File: src/rtl/valu_seq_if.sv
// -----------------------------------------------------------------------------
// valu_seq_if -- request/response bundle for the sequential vector ALU.
//
// Request side : req_valid_in / req_ready_o handshake carrying the opcode
//                (valu_op_in) and two operand vectors (vrs1/vrs2_data_in).
// Response side: resp_valid_o / resp_ready_in handshake carrying the result
//                vector (valu_res_o).
// Status       : busy_o, high whenever the engine is not idle.
//
// Modports:
//   master -- the requester (drives requests, consumes responses)
//   slave  -- the vector ALU itself
// -----------------------------------------------------------------------------
interface valu_seq_if #(
  parameter int DATA_WIDTH = 32,
  parameter int ELEMENTS   = 8
);

  logic                                 req_valid_in;
  logic                                 req_ready_o;
  logic [3:0]                           valu_op_in;
  logic [ELEMENTS-1:0][DATA_WIDTH-1:0]  vrs1_data_in;
  logic [ELEMENTS-1:0][DATA_WIDTH-1:0]  vrs2_data_in;
  logic                                 resp_valid_o;
  logic                                 resp_ready_in;
  logic [ELEMENTS-1:0][DATA_WIDTH-1:0]  valu_res_o;
  logic                                 busy_o;

  modport master (
    output req_valid_in, valu_op_in, vrs1_data_in, vrs2_data_in, resp_ready_in,
    input  req_ready_o, resp_valid_o, valu_res_o, busy_o
  );

  modport slave (
    input  req_valid_in, valu_op_in, vrs1_data_in, vrs2_data_in, resp_ready_in,
    output req_ready_o, resp_valid_o, valu_res_o, busy_o
  );

endinterface

File: src/rtl/valu_seq.sv
// -----------------------------------------------------------------------------
// valu_seq -- sequential element-wise vector ALU.
//
// A request captures an opcode and two ELEMENTS-wide operand vectors. The
// engine then processes LANES elements per clock (ELEMENTS/LANES cycles),
// writing each group into the result register, and finally presents the whole
// result vector until the consumer accepts it.
//
// Parameters:
//   DATA_WIDTH -- element width in bits
//   ELEMENTS   -- elements per vector
//   LANES      -- elements computed per cycle (ELEMENTS must be a multiple)
//
// Ports:
//   clk        -- sole clock, rising edge
//   rst_n      -- asynchronous active-low reset; aborts any operation
//   bus        -- valu_seq_if.slave (request, response and busy status)
//   perf_ops_o -- (only with VALU_SEQ_PERF_EN) count of completed response
//                 handshakes, 32 bits, wraps
//
// Opcodes: 0 VADD, 1 VSUB, 2 VSLL, 3 VSLT, 4 VSLTU, 5 VXOR, 6 VSRL, 7 VSRA,
//          8 VOR, 9 VAND, 10 BEQ, 11 BNE, 12 BLT, 13 BGE, 14 BLTU, 15 BGEU.
//          Branch-style opcodes yield 1/0 per element.
//
// Optional feature macro: VALU_SEQ_PERF_EN (adds perf_ops_o).
// -----------------------------------------------------------------------------
module valu_seq #(
  parameter int DATA_WIDTH = 32,
  parameter int ELEMENTS   = 8,
  parameter int LANES      = 2
) (
  input  logic        clk,
  input  logic        rst_n,
  valu_seq_if.slave   bus
`ifdef VALU_SEQ_PERF_EN
  ,
  output logic [31:0] perf_ops_o
`endif
);

  localparam int GROUPS = ELEMENTS / LANES;
  localparam int CNT_W  = (GROUPS > 1) ? $clog2(GROUPS) : 1;
  localparam int SH_W   = (DATA_WIDTH > 1) ? $clog2(DATA_WIDTH) : 1;
  localparam logic [CNT_W-1:0] LAST_GRP = CNT_W'(GROUPS - 1);

  typedef enum logic [1:0] {
    IDLE = 2'd0,
    EXEC = 2'd1,
    DONE = 2'd2
  } state_t;

  typedef enum logic [3:0] {
    OP_VADD  = 4'd0,
    OP_VSUB  = 4'd1,
    OP_VSLL  = 4'd2,
    OP_VSLT  = 4'd3,
    OP_VSLTU = 4'd4,
    OP_VXOR  = 4'd5,
    OP_VSRL  = 4'd6,
    OP_VSRA  = 4'd7,
    OP_VOR   = 4'd8,
    OP_VAND  = 4'd9,
    OP_BEQ   = 4'd10,
    OP_BNE   = 4'd11,
    OP_BLT   = 4'd12,
    OP_BGE   = 4'd13,
    OP_BLTU  = 4'd14,
    OP_BGEU  = 4'd15
  } op_t;

  // Vectors are held grouped by lane so that a whole group is addressed by
  // the group counter alone; the bit layout matches the flat port vectors.
  typedef logic [LANES-1:0][DATA_WIDTH-1:0]             lane_vec_t;
  typedef logic [GROUPS-1:0][LANES-1:0][DATA_WIDTH-1:0] grp_vec_t;

  state_t           state_q, state_d;
  logic [CNT_W-1:0] cnt_q;
  op_t              op_q;
  grp_vec_t         op1_q, op2_q;
  grp_vec_t         res_q;
  lane_vec_t        lane_res;
  logic             accept;
  logic             resp_done;

  // ---------------------------------------------------------------------------
  // Single-element operation.
  // ---------------------------------------------------------------------------
  function automatic logic [DATA_WIDTH-1:0] elem_op(
    input op_t                   op,
    input logic [DATA_WIDTH-1:0] a,
    input logic [DATA_WIDTH-1:0] b
  );
    logic [SH_W-1:0]       sh;
    logic [DATA_WIDTH-1:0] r;
    sh = b[SH_W-1:0];
    r  = '0;
    case (op)
      OP_VADD:  r = a + b;
      OP_VSUB:  r = a - b;
      OP_VSLL:  r = a << sh;
      OP_VSLT:  r = DATA_WIDTH'($signed(a) < $signed(b));
      OP_VSLTU: r = DATA_WIDTH'(a < b);
      OP_VXOR:  r = a ^ b;
      OP_VSRL:  r = a >> sh;
      OP_VSRA:  r = $unsigned($signed(a) >>> sh);
      OP_VOR:   r = a | b;
      OP_VAND:  r = a & b;
      OP_BEQ:   r = DATA_WIDTH'(a == b);
      OP_BNE:   r = DATA_WIDTH'(a != b);
      OP_BLT:   r = DATA_WIDTH'($signed(a) < $signed(b));
      OP_BGE:   r = DATA_WIDTH'($signed(a) >= $signed(b));
      OP_BLTU:  r = DATA_WIDTH'(a < b);
      OP_BGEU:  r = DATA_WIDTH'(a >= b);
      default:  r = '0;
    endcase
    return r;
  endfunction

  assign accept    = (state_q == IDLE) && bus.req_valid_in;
  assign resp_done = (state_q == DONE) && bus.resp_ready_in;

  // ---------------------------------------------------------------------------
  // FSM: state register.
  // ---------------------------------------------------------------------------
  // NOTE: sequential state uses non-blocking assignments so every flop samples
  // pre-edge values regardless of the order the always blocks are evaluated.
  always_ff @(posedge clk or negedge rst_n) begin
    if (!rst_n) begin
      state_q <= IDLE;
    end else begin
      state_q <= state_d;
    end
  end

  // ---------------------------------------------------------------------------
  // FSM: next state and handshake outputs.
  // ---------------------------------------------------------------------------
  // NOTE: every signal driven here gets a default first, so no path through
  // the case statement can leave one unassigned and infer a latch.
  always_comb begin
    state_d          = state_q;
    bus.req_ready_o  = 1'b0;
    bus.resp_valid_o = 1'b0;
    bus.busy_o       = 1'b1;
    case (state_q)
      IDLE: begin
        bus.req_ready_o = 1'b1;
        bus.busy_o      = 1'b0;
        if (bus.req_valid_in) state_d = EXEC;
      end
      EXEC: begin
        if (cnt_q == LAST_GRP) state_d = DONE;
      end
      DONE: begin
        bus.resp_valid_o = 1'b1;
        // Returning straight to IDLE here means the earliest new accept is the
        // following edge; ready is low for the whole DONE cycle.
        if (bus.resp_ready_in) state_d = IDLE;
      end
      default: begin
        state_d = IDLE;
      end
    endcase
  end

  // ---------------------------------------------------------------------------
  // Lane datapath: LANES elements of the current group.
  // ---------------------------------------------------------------------------
  always_comb begin
    lane_res = '0;
    for (int l = 0; l < LANES; l++) begin
      lane_res[l] = elem_op(op_q, op1_q[cnt_q][l], op2_q[cnt_q][l]);
    end
  end

  // ---------------------------------------------------------------------------
  // Operand capture. Only read while EXEC, after a capture has happened, so
  // these registers carry no reset.
  // ---------------------------------------------------------------------------
  // NOTE: large data-only registers are deliberately left out of reset; the
  // result register below is reset because its zero value is visible on the
  // port straight out of reset.
  always_ff @(posedge clk) begin
    if (accept) begin
      op_q  <= op_t'(bus.valu_op_in);
      op1_q <= bus.vrs1_data_in;
      op2_q <= bus.vrs2_data_in;
    end
  end

  // ---------------------------------------------------------------------------
  // Group counter and result register. Groups not yet written keep whatever
  // the previous operation left there.
  // ---------------------------------------------------------------------------
  always_ff @(posedge clk or negedge rst_n) begin
    if (!rst_n) begin
      cnt_q <= '0;
      res_q <= '0;
    end else begin
      if (accept) begin
        cnt_q <= '0;
      end else if (state_q == EXEC) begin
        res_q[cnt_q] <= lane_res;
        cnt_q        <= (cnt_q == LAST_GRP) ? '0 : cnt_q + 1'b1;
      end
    end
  end

  assign bus.valu_res_o = res_q;

`ifdef VALU_SEQ_PERF_EN
  // ---------------------------------------------------------------------------
  // Completed-response counter, free-running with natural wrap.
  // ---------------------------------------------------------------------------
  logic [31:0] perf_q;

  always_ff @(posedge clk or negedge rst_n) begin
    if (!rst_n) begin
      perf_q <= '0;
    end else if (resp_done) begin
      perf_q <= perf_q + 32'd1;
    end
  end

  assign perf_ops_o = perf_q;
`else
  // Handshake completion is only consumed by the optional counter.
  logic unused_resp_done;
  assign unused_resp_done = resp_done;
`endif

endmodule

File: src/flat_wrapper.sv
// flat-port wrapper written by rule: the top's interface ports become plain ports
module valu_seq_flat 
#(
  parameter int DATA_WIDTH = 32,
  parameter int ELEMENTS   = 8,
  parameter int LANES      = 2
)
  (clk, rst_n, bus_req_valid_in, bus_valu_op_in, bus_vrs1_data_in, bus_vrs2_data_in, bus_resp_ready_in, bus_req_ready_o, bus_resp_valid_o, bus_valu_res_o, bus_busy_o);
  valu_seq_if #(.DATA_WIDTH(DATA_WIDTH), .ELEMENTS(ELEMENTS)) bus_i ();
  input  logic clk;
  input  logic rst_n;
  input wire logic [$bits(bus_i.req_valid_in)-1:0] bus_req_valid_in;
  input wire logic [$bits(bus_i.valu_op_in)-1:0] bus_valu_op_in;
  input wire logic [$bits(bus_i.vrs1_data_in)-1:0] bus_vrs1_data_in;
  input wire logic [$bits(bus_i.vrs2_data_in)-1:0] bus_vrs2_data_in;
  input wire logic [$bits(bus_i.resp_ready_in)-1:0] bus_resp_ready_in;
  output wire logic [$bits(bus_i.req_ready_o)-1:0] bus_req_ready_o;
  output wire logic [$bits(bus_i.resp_valid_o)-1:0] bus_resp_valid_o;
  output wire logic [$bits(bus_i.valu_res_o)-1:0] bus_valu_res_o;
  output wire logic [$bits(bus_i.busy_o)-1:0] bus_busy_o;
  assign bus_i.req_valid_in = bus_req_valid_in;
  assign bus_i.valu_op_in = bus_valu_op_in;
  assign bus_i.vrs1_data_in = bus_vrs1_data_in;
  assign bus_i.vrs2_data_in = bus_vrs2_data_in;
  assign bus_i.resp_ready_in = bus_resp_ready_in;
  assign bus_req_ready_o = bus_i.req_ready_o;
  assign bus_resp_valid_o = bus_i.resp_valid_o;
  assign bus_valu_res_o = bus_i.valu_res_o;
  assign bus_busy_o = bus_i.busy_o;
  valu_seq #(.DATA_WIDTH(DATA_WIDTH), .ELEMENTS(ELEMENTS), .LANES(LANES)) u_core (.clk(clk), .rst_n(rst_n), .bus(bus_i));
endmodule
File: config.mk
export PLATFORM = sky130hd
export DESIGN_NAME = valu_seq_flat
export DESIGN_NICKNAME = d
export VERILOG_FILES = /design/src/rtl/valu_seq_if.sv /design/src/rtl/valu_seq.sv /design/src/flat_wrapper.sv
export SDC_FILE = /design/constraint.sdc
export NUM_CORES = 2
export LEC_CHECK = 0
export BUFFER_PORTS_ARGS = -buffer_cell sky130_fd_sc_hd__buf_2
export CAP_MARGIN = 15
export CORE_MARGIN = 8
export CORE_UTILIZATION = 50
export CTS_CLUSTER_DIAMETER = 60
export DETAILED_ROUTE_END_ITERATION = 10
export PLACE_DENSITY_LB_ADDON = 0.1
export SLEW_MARGIN = 20
export SYNTH_ARGS = -nofsm -noshare
export SYNTH_HDL_FRONTEND = slang
export SYNTH_SLANG_ARGS = --single-unit
File: constraint.sdc
create_clock -name clk -period 18.4 [get_ports clk]
set_input_delay 3.68 -clock clk [delete_from_list [all_inputs] [get_ports clk]]
set_output_delay 3.68 -clock clk [all_outputs]
set_load 0.01 [all_outputs]
==> key figures <==
Clock tree
  • # hold bufs at CTS: 0
  • CTS Sinks: 776
  • Clock transition at path regs: 0.06 ns
  • CTS H-Tree Depth: 3
  • CTS Buf Count: 83
  • CTS tree: built
  • Post_cts resized: 0
  • CTS root buffer: clkbuf_16
  • Deepest clock path buffer count: 3
  • Clock Latency Late Sink: 0.68 ns
  • Post-CTS Setup Bufs: 0

Logic synthesis
  • Yosys top cell by area: edfxtp_1
  • Async SR Flop Fraction: 33.5%
  • Ranking of synthesized cells by area: edfxtp_1, dfrtp_1, mux4_2, ha_1, nand2_1
  • Post-Synth Simple-Gate Area: 10.9%
  • Most used DFF post-synth: edfxtp_1
  • Syn nets: 4904
  • Adder-Cell Fraction of Synth Area: 5.70%
  • Share of the synthesized area in the top cell type: 34.6%
  • Mux share of post-synthesis cell area: 12.1%
  • Syn Area/Cell: 10.7 µm²
  • #FFs+latches synth: 776
  • Ys Warns: 0
  • EDFF count, synth: 516
  • Post-Syn Instances: 4182
  • Sequential fraction of the synthesis area: 49.1%
  • Post-synthesis compound-gate area fraction: 17.0%
  • Post-synth cell types: 93
  • Post-synthesis xor/xnor area fraction: 0.742%
  • Area of the mapped netlist: 44800 µm²
  • Main combinational cell family by area after synthesis: compound AO/OA/AOI/OAI gates

Floorplanning
  • Die area: 99500 µm²
  • Cell row count: 110
  • Core ar.: 89500 µm²
  • Initial Util: 50.1%
  • Boundary Pins: 779
  • DIE HEIGHT: 315 µm
  • Die width: 315 µm

GRT
  • Grt ovf: 0
  • Total GRT Usage: 32.7%
  • M3 GR Usage: 9.20%
  • Met1 usage: 46.6%
  • GR Util met2: 49.3%
  • Number of global-route vias before repair: 36100
  • Gr busiest metal: met2
  • First-pass GRT wire length: 243000 µm
  • Pin count of the biggest net entering global routing: 190
  • Initial antenna violation count: 31

Route
  • Detailed Route WL: 169000 µm
  • DR iter-0 viols: 4739
  • DR WL/cell: 27.8 µm
  • Via count: 37500
  • Via/cell ratio: 6.18
  • Post-detailed-route DRC marker count: 0
  • DRT antenna net count: 0
  • First-pass DRT Iterations: 7

Timing
  • Setup_tns: 0 ns
  • Max Freq: 142 MHz
  • RSZ-0062 raised after global routing: false
  • Max-slew headroom: 16.4%
  • Fin crit period: 7.06 ns
  • Worst Skew: 0.0320 ns
  • Crit share post-route: 38.4%
  • Final setup vio count: 0
  • Worst-Margin Slew: 1.25 ns
  • Final hold vios: 0
  • Max-slew violations: 0

Final layout
  • Layout cells sized above 1: 25.2%
  • Commonest cells after routing, fill and taps aside: buf_2, edfxtp_1, nand2_1
  • Nets: 5535
  • Area growth syn-to-layout: 16.8%
  • Fillcell total: 7762
  • Commonest non-fill, non-tap cell in the layout: buf_2

Place
  • PortBufs: 778
  • DP Wirelength: 130000 µm
  • Gpl congestion: 1.01

Setup path
  • Critical Path RT: 18.89 ns
  • Critical Path Start: u_core.cnt_q[0]$_DFFE_PN0P_
  • CP Max Fanout: 37
  • R2R Path Start: u_core.cnt_q[0]$_DFFE_PN0P_
  • CP Class: reg -> reg
  • CP Capture Type: flip-flop
  • Crit path launch type: flip-flop
  • Arrival @ worst endpoint: 7.55 ns

Outcome
  • Status: completed

Min path
  • Hold Startpoint: u_core.bus.valu_res_o[9]$_DFFE_PN0P_
  • Hold Crit Class: reg -> reg

Flow run
  • Max-cap violations: 0
final cells by class:
cell class,instances,area [µm²],share of cell area [%]
clock inverters,43,385,0.736
flip-flops and latches,776,22000,42.0
inverters,201,754,1.44
well taps,1176,1470,2.81
diodes,12,30.0,0.0574
repair buffers,835,4360,8.33
multi-input cells,2916,21000,40.0
clock buffers,112,2390,4.57
stage by stage:
stage | hold WS (ns) | worst slack, ns | util, % | area (µm²) | cells
after floorplan | 0.455 | 2.19 | - | 44800 | 4182
after detailed placement | 0.464 | 10.85 | 55.4 | 49500 | 5904
after CTS | 0.478 | 11.50 | 58.5 | 52300 | 6059
after global placement | 0.456 | 10.88 | 55.4 | 49500 | 5904
final | 0.471 | 11.34 | 58.5 | 52400 | 6071
after global routing | 0.491 | 11.07 | 58.5 | 52300 | 6065
cell usage after synthesis (10+ instances only):
library cell,count
o22ai_1,35
nand2b_1,32
and2_1,16
or3_1,18
a2111oi_0,10
a221oi_1,43
a22oi_1,24
o21a_1,17
xnor2_1,31
o2111ai_1,16
mux2i_1,146
nor2b_1,29
edfxtp_1,516
buf_2,49
a21oi_1,224
nor3_1,72
a211oi_1,58
o21bai_1,28
ha_1,198
nand2_1,475
o211ai_1,59
a31oi_1,41
inv_1,194
clkbuf_1,183
a221o_1,19
mux4_2,126
nor4_1,19
mux2_2,73
nor2_1,377
o21ai_1,108
dfrtp_1,260
buf_1,42
buf_6,10
nand3_1,36
mux2_1,26
o31ai_1,19
a21o_1,33
o21ai_0,279
o221ai_1,29
routing by layer:
metal	part of all wire, %	wire [µm]
met3	11	18700
met1	43	72000
met4	2.1	3610
met2	44	74300
met5	0.098	165
critical path, stage by stage (launching register included):
cell and delay, ns:
dfrtp_4 0.57, buf_4 0.55, buf_4 0.68, mux4_2 0.77, inv_1 0.11, ha_1 0.39
or4_1 0.64, nor4_1 0.44, a21boi_0 0.42, a211oi_1 0.20, a22oi_1 0.51, nor2_1 0.08
a211o_1 0.27, a221oi_1 0.98, o21ai_0 0.21
sequential cells by signal, indices dropped and copies added, names as in the netlist:
register and flops:
u_core.bus.valu_res_o 256, u_core.op1_q 256, u_core.cnt_q 2, u_core.op_q 4
u_core.op2_q 256, u_core.state_q 2
path summary, 6_finish.rpt:
check	slack, ns	to	cells after the start
setup reg to reg	11.34	u_core.bus.valu_res_o[214]$_DFFE_PN0P_	14
hold / removal	0.47	u_core.bus.valu_res_o[9]$_DFFE_PN0P_	2
hold reg to reg	0.47	u_core.bus.valu_res_o[9]$_DFFE_PN0P_	2
setup / recovery	11.34	u_core.bus.valu_res_o[214]$_DFFE_PN0P_	14
max in group asynchronous	13.19	u_core.bus.valu_res_o[1]$_DFFE_PN0P_	3
min in group asynchronous	3.08	u_core.bus.valu_res_o[211]$_DFFE_PN0P_	1
cell families after synthesis:
family | count (synthesis)
and+or+nand+nor | 1133
buffers and inverters | 490
muxes | 372
adders and majority gates | 202
AOI/OAI and AO/OA | 1171
xor gates and xnor gates | 38
DFF | 776
Power is left out: the tool's default activity adds up to more than one toggle a clock period on the data nets, which glitch-free logic cannot reach.
